<file path="src/rtl/if_pkg.sv">
// if_pkg: shared fetch-state encoding and constants for the instruction fetch stage
package if_pkg;
  typedef enum logic [1:0] {IDLE, WAIT, DROP} fetch_state_t;
  localparam logic [31:0] RESET_PC_DEFAULT = 32'h0000_0000;
  localparam logic [31:0] NOP = 32'h0000_0000;
endpackage

</file>
<file path="src/rtl/ifid_skid.sv">
// ifid_skid: one-entry buffer holding a fetched word that arrived while decode was stalled
module ifid_skid
  import if_pkg::*;
(
  input  logic        clk,
  input  logic        rst_n,
  input  logic        i_load,
  input  logic        i_drain,
  input  logic        i_clear,
  input  logic [31:0] i_data,
  input  logic [31:0] i_pc,
  output logic        o_valid,
  output logic [31:0] o_data,
  output logic [31:0] o_pc
);
  logic        r_valid;
  logic [31:0] r_data;
  logic [31:0] r_pc;

  always_ff @(posedge clk or negedge rst_n) begin
    if (!rst_n) begin
      r_valid <= 1'b0;
      r_data  <= NOP;
      r_pc    <= 32'h0;
    end else begin
      r_valid <= i_clear ? 1'b0 : i_load ? 1'b1 : i_drain ? 1'b0 : r_valid;
      if (i_load && !i_clear) begin
        r_data <= i_data;
        r_pc   <= i_pc;
      end
    end
  end

  assign o_valid = r_valid;
  assign o_data  = r_data;
  assign o_pc    = r_pc;
endmodule

</file>
<file path="src/rtl/if_stage.sv">
// if_stage: instruction fetch with one outstanding memory request, IF/ID register and stall skid
module if_stage
  import if_pkg::*;
#(
  parameter logic [31:0] RESET_PC = RESET_PC_DEFAULT
) (
  input  logic        clk,
  input  logic        rst_n,
  output logic        imem_req_valid,
  input  logic        imem_req_ready,
  output logic [31:0] imem_req_addr,
  input  logic        imem_rsp_valid,
  input  logic [31:0] imem_rsp_data,
  input  logic        stall,
  input  logic        redirect_valid,
  input  logic [31:0] redirect_pc,
  output logic        ifid_valid,
  output logic [31:0] ifid_code,
  output logic [31:0] ifid_pc,
  output logic [31:0] ifid_pc_plus4
);
  fetch_state_t r_state, w_state_nxt;
  logic [31:0]  r_pc, r_fetch_pc;
  logic         r_ifid_valid;
  logic [31:0]  r_ifid_code, r_ifid_pc;
  logic         w_rsp, w_req, w_hs;
  logic         w_skid_v;
  logic [31:0]  w_skid_data, w_skid_pc;

  // A response only counts in WAIT; DROP responses belong to a redirected-away fetch
  assign w_rsp = (r_state == WAIT) && imem_rsp_valid;

  always_comb begin
    w_req = rst_n && !w_skid_v && !redirect_valid && ((r_state == IDLE) || (w_rsp && !stall));
    w_hs  = w_req && imem_req_ready;
    w_state_nxt = (r_state == IDLE) ? (w_hs ? WAIT : IDLE)
                : (r_state == WAIT) ? (imem_rsp_valid ? (w_hs ? WAIT : IDLE)
                                                      : (redirect_valid ? DROP : WAIT))
                : (imem_rsp_valid ? IDLE : DROP);
  end

  always_ff @(posedge clk or negedge rst_n) begin
    if (!rst_n) r_state <= IDLE;
    else        r_state <= w_state_nxt;
  end

  always_ff @(posedge clk or negedge rst_n) begin
    if (!rst_n) begin
      r_pc       <= RESET_PC;
      r_fetch_pc <= RESET_PC;
    end else begin
      if (redirect_valid) r_pc <= redirect_pc;
      else if (w_hs)      r_pc <= r_pc + 32'd4;
      if (w_hs) r_fetch_pc <= r_pc;
    end
  end

  ifid_skid u_skid (
    .clk     (clk),
    .rst_n   (rst_n),
    .i_load  (w_rsp && stall && !redirect_valid),
    .i_drain (!stall),
    .i_clear (redirect_valid),
    .i_data  (imem_rsp_data),
    .i_pc    (r_fetch_pc),
    .o_valid (w_skid_v),
    .o_data  (w_skid_data),
    .o_pc    (w_skid_pc)
  );

  // The skid is always older than any fresh response, so it drains first
  always_ff @(posedge clk or negedge rst_n) begin
    if (!rst_n) begin
      r_ifid_valid <= 1'b0;
      r_ifid_code  <= NOP;
      r_ifid_pc    <= 32'h0;
    end else if (redirect_valid) begin
      r_ifid_valid <= 1'b0;
    end else if (!stall) begin
      if (w_skid_v) begin
        r_ifid_valid <= 1'b1;
        r_ifid_code  <= w_skid_data;
        r_ifid_pc    <= w_skid_pc;
      end else if (w_rsp) begin
        r_ifid_valid <= 1'b1;
        r_ifid_code  <= imem_rsp_data;
        r_ifid_pc    <= r_fetch_pc;
      end else begin
        r_ifid_valid <= 1'b0;
      end
    end
  end

  assign imem_req_valid = w_req;
  assign imem_req_addr  = r_pc;
  assign ifid_valid     = r_ifid_valid;
  assign ifid_code      = r_ifid_code;
  assign ifid_pc        = r_ifid_pc;
  assign ifid_pc_plus4  = r_ifid_pc + 32'd4;
endmodule

</file>
<file path="config.mk">
export PLATFORM = sky130hd
export DESIGN_NAME = if_stage
export DESIGN_NICKNAME = d
export VERILOG_FILES = /design/src/rtl/if_pkg.sv /design/src/rtl/ifid_skid.sv /design/src/rtl/if_stage.sv
export SDC_FILE = /design/constraint.sdc
export NUM_CORES = 1
export LEC_CHECK = 0
export ABC_AREA = 1
export ABC_CLOCK_PERIOD_IN_PS = 4500
export BUFFER_PORTS_ARGS = -buffer_cell sky130_fd_sc_hd__buf_2
export CAP_MARGIN = 25
export CORE_UTILIZATION = 35
export CTS_CLUSTER_DIAMETER = 100
export DETAILED_ROUTE_END_ITERATION = 16
export SYNTH_ARGS = -nofsm -noshare
export SYNTH_HDL_FRONTEND = slang
export SYNTH_SLANG_ARGS = --single-unit
</file>
<file path="constraint.sdc">
create_clock -name clk -period 4.5 [get_ports clk]
set_input_delay 0.675 -clock clk [delete_from_list [all_inputs] [get_ports clk]]
set_output_delay 0.675 -clock clk [all_outputs]
set_load 0.01 [all_outputs]
</file>
==> results.sh <==
export IMPL_status="complete, no violations"
export IMPL_grt_max_degree=154
export IMPL_cts_buffer_depth=2
export IMPL_crit_end="ifid_pc_plus4[18]"
export IMPL_max_vdd_ir_drop_v=0.000217
export IMPL_grt_ovfl_total=0
export IMPL_hold_viol=0
export IMPL_postSynthCellCount=1187
export IMPL_clk_latency_ns=0.43
export IMPL_ios=200
export IMPL_r2r_end="r_fetch_pc[3]"
export IMPL_core_region_area_um2=27100
export IMPL_async_flop_share_pct=100
export IMPL_arrival_ns=2.23
export IMPL_rows=60
export IMPL_syn_avg_cell_area_um2=8.18
export IMPL_dp_cells=1709
export IMPL_synth_common_cells="nand2_1, dfrtp_1, nor2_1"
export IMPL_hold_ws_ns=0.161
export IMPL_vias_per_cell=4.72
export IMPL_slew_headroom_pct=39.8
export IMPL_rsz0062_at_grt="no"
export IMPL_gp_congestion=0.903
export IMPL_cp_required_ns=3.83
export IMPL_first_iter_violations=643
export IMPL_synth_edff_count=0
export IMPL_worstPathMaxFanout=5
export IMPL_syn_to_final_growth_pct=18.8
export IMPL_rrSetupSlack_ns=2.13
export IMPL_r2r_start="r_state[0]"
export IMPL_fin_skew_ns=0.0126
export IMPL_drive_gt1_share_pct=21.3
export IMPL_utilization_pct=42.6
export IMPL_gr_max_usage_layer="met1"
export IMPL_hold_path_class="in2async"
export IMPL_final_max_slew_viol_count=0
export IMPL_cp_end_kind="output port"
export IMPL_grtUsageMet2_pct=26.6
export IMPL_grtUsageMet1_pct=29.3
export IMPL_pre_cts_ws_ns=1.43
export IMPL_routed_wl_um=25900
export IMPL_die_width_um=169
export IMPL_final_cells=1744
export IMPL_post_synth_top_area_fraction_pct=50.5
export IMPL_synthFlopType="dfrtp_1"
export IMPL_wl_per_cell_um=14.8
export IMPL_ctsHoldBuffers=0
export IMPL_vias=8237
export IMPL_synth_largest_area_cell="dfrtp_1"
export IMPL_clock_sinks=196
export IMPL_use_met3_pct=3.39
export IMPL_finalSetupTns_ns=0
export IMPL_power_density_nw_per_um2=600
export IMPL_grt_pass1_wl_um=42000
export IMPL_syn_nets=1259
export IMPL_max_freq_mhz=345
export IMPL_setup_ws_ns=1.60
export IMPL_cts_tree="built"
export IMPL_worst_slew_pin_slew_ns=0.903
export IMPL_yosysSeqAreaShare_pct=50.5
export IMPL_die_area_um2=28400
export IMPL_drv_cap=0
export IMPL_drtPass1Iterations=5
export IMPL_cts_resized=0
export IMPL_finalCriticalPeriod_ns=2.90
export IMPL_yosys_warnings=0
export IMPL_drc_errors=0
export IMPL_cts_setup_buffers=0
export IMPL_synthesis_area_um2=9710
export IMPL_yosysUniqueCellTypes=29
export IMPL_clk_pin_slew_ns=0.08
export IMPL_ys_seq_elements=196
export IMPL_grt_antenna_before_repair=3
export IMPL_crit_path_start="ifid_pc[3]"
export IMPL_hpwlAfterDp_um=18200
export IMPL_setup_viol_count_final=0
export IMPL_synth_area_leaders="dfrtp_1, nand2_1, nor2_1"
export IMPL_worstSetupPathType="reg2out"
export IMPL_start_util_pct=35.8
export IMPL_grt_pass1_vias=7674
export IMPL_synth_most_common_cell="nand2_1"
export IMPL_portBuffers=199
export IMPL_p_leak_uw=0.00580
export IMPL_nets=1428
export IMPL_cts_buffers=17
export IMPL_htree_levels=4
export IMPL_cts_root_buf="clkbuf_16"
export IMPL_grt_total_usage_pct=18.9
export IMPL_post_route_period_util_pct=64.5
export IMPL_worstSetupStartpointType="register"
export IMPL_rr_worst_depth=7
export IMPL_ant_nets=0
export IMPL_die_y_um=169
==> cells by family (layout without fill, tap and decap cells) <==
kind of cell / after synthesis / in the layout / synth area share [%]
other: 0 / 3 / 0
multiplexers: 39 / 39 / 4.52
XOR/XNOR: 31 / 31 / 2.80
buffers and inverters: 160 / 342 / 7.30
flip-flops: 196 / 196 / 50.5
AO/OA/AOI/OAI: 163 / 163 / 9.49
adder cells (fa/ha/maj): 2 / 2 / 0.258
AND/OR/NAND/NOR: 596 / 596 / 25.1
==> placed cells by master (no fill, tap or decap) <==
cell type   count
xnor2_1         2
clkbuf_8        2
buf_12          3
nand4_1         4
o31ai_1        41
inv_8           1
and2_1          3
bufinv_16       1
inv_2           3
nand2_4         1
mux2_2         39
inv_6           2
clkbuf_1        1
inv_1         102
nor2_2          3
nor2_4          2
nor2_1        169
nand3_2         2
buf_4           2
nand3_4         2
buf_2         198
nand2_1       317
clkinv_2        3
clkinv_4        4
o21a_1          1
clkbuf_16      17
diode_2         3
clkinvlp_4      3
a21oi_1        27
nand2_2         3
o21ai_0        94
xor2_1         29
dfrtp_1       196
nand3_1        75
nor3_2          1
nor3_1         14
ha_1            2
==> routing by layer <==
| layer | routed length, um | part of all wire (%) | vias up |
|---|---|---|---|
| met4 | 300 | 1.2 | 0 |
| met5 | 0 | 0 | - |
| li1 | - | - | 4153 |
| met1 | 13300 | 51 | 3822 |
| met3 | 1290 | 5.0 | 25 |
| met2 | 11000 | 42 | 237 |
==> worst min-delay path by stage <==
| stage | startpoint | end | slack [ns] | cells past startpoint |
|---|---|---|---|---|
| after floorplan | rst_n | ifid_code[0] | 0.38 | 0 |
| after detailed placement | ifid_code[1] | ifid_code[1] | 0.47 | 2 |
| after CTS | rst_n | ifid_code[22] | 0.17 | 1 |
| final | rst_n | ifid_code[22] | 0.16 | 1 |
| after global routing | rst_n | ifid_code[22] | 0.17 | 1 |
| after global placement | ifid_code[14] | ifid_code[14] | 0.46 | 2 |
==> per-stage QoR <==
| step | instance area [um^2] | total power (uW) |
|---|---|---|
| after global routing | 11500 | 7450 |
| after global placement | 11000 | 5410 |
| after detailed placement | 11000 | 5470 |
| after floorplan | 9710 | 4460 |
| final | 11500 | 6920 |
| after CTS | 11500 | 6980 |
==> flip-flops by register name, indices dropped and copies added (netlist names) <==
signal,cells
r_state,2
ifid_pc,32
ifid_valid,1
u_skid.o_pc,32
imem_req_addr,32
u_skid.o_data,32
ifid_code,32
u_skid.o_valid,1
r_fetch_pc,32
==> power breakdown <==
group          switching, uW  total [uW]  internal (uW)  leakage, uW
clock network            701        1490            787     0.000272
logic                   1350        2300            954      0.00311
registers                622        3130           2510      0.00242
==> area by class of cell <==
type	instances	area, um^2
antenna	3	7.51
clock buffer	19	443
clock inverter	13	126
fill	2733	15600
inverter	106	399
multi-input combinational	831	4110
sequential	196	4900
tap	372	465
timing repair buffer	204	1080
==> worst max-delay path: stages (launching register included) <==
cell     delay [ns]
dfrtp_1        0.47
ha_1           0.36
nand3_1        0.22
inv_1          0.13
nand2_1        0.13
nor2_1         0.18
xor2_1         0.16
buf_2          0.15
No activity file was read; power rests on OpenSTA's default activity.
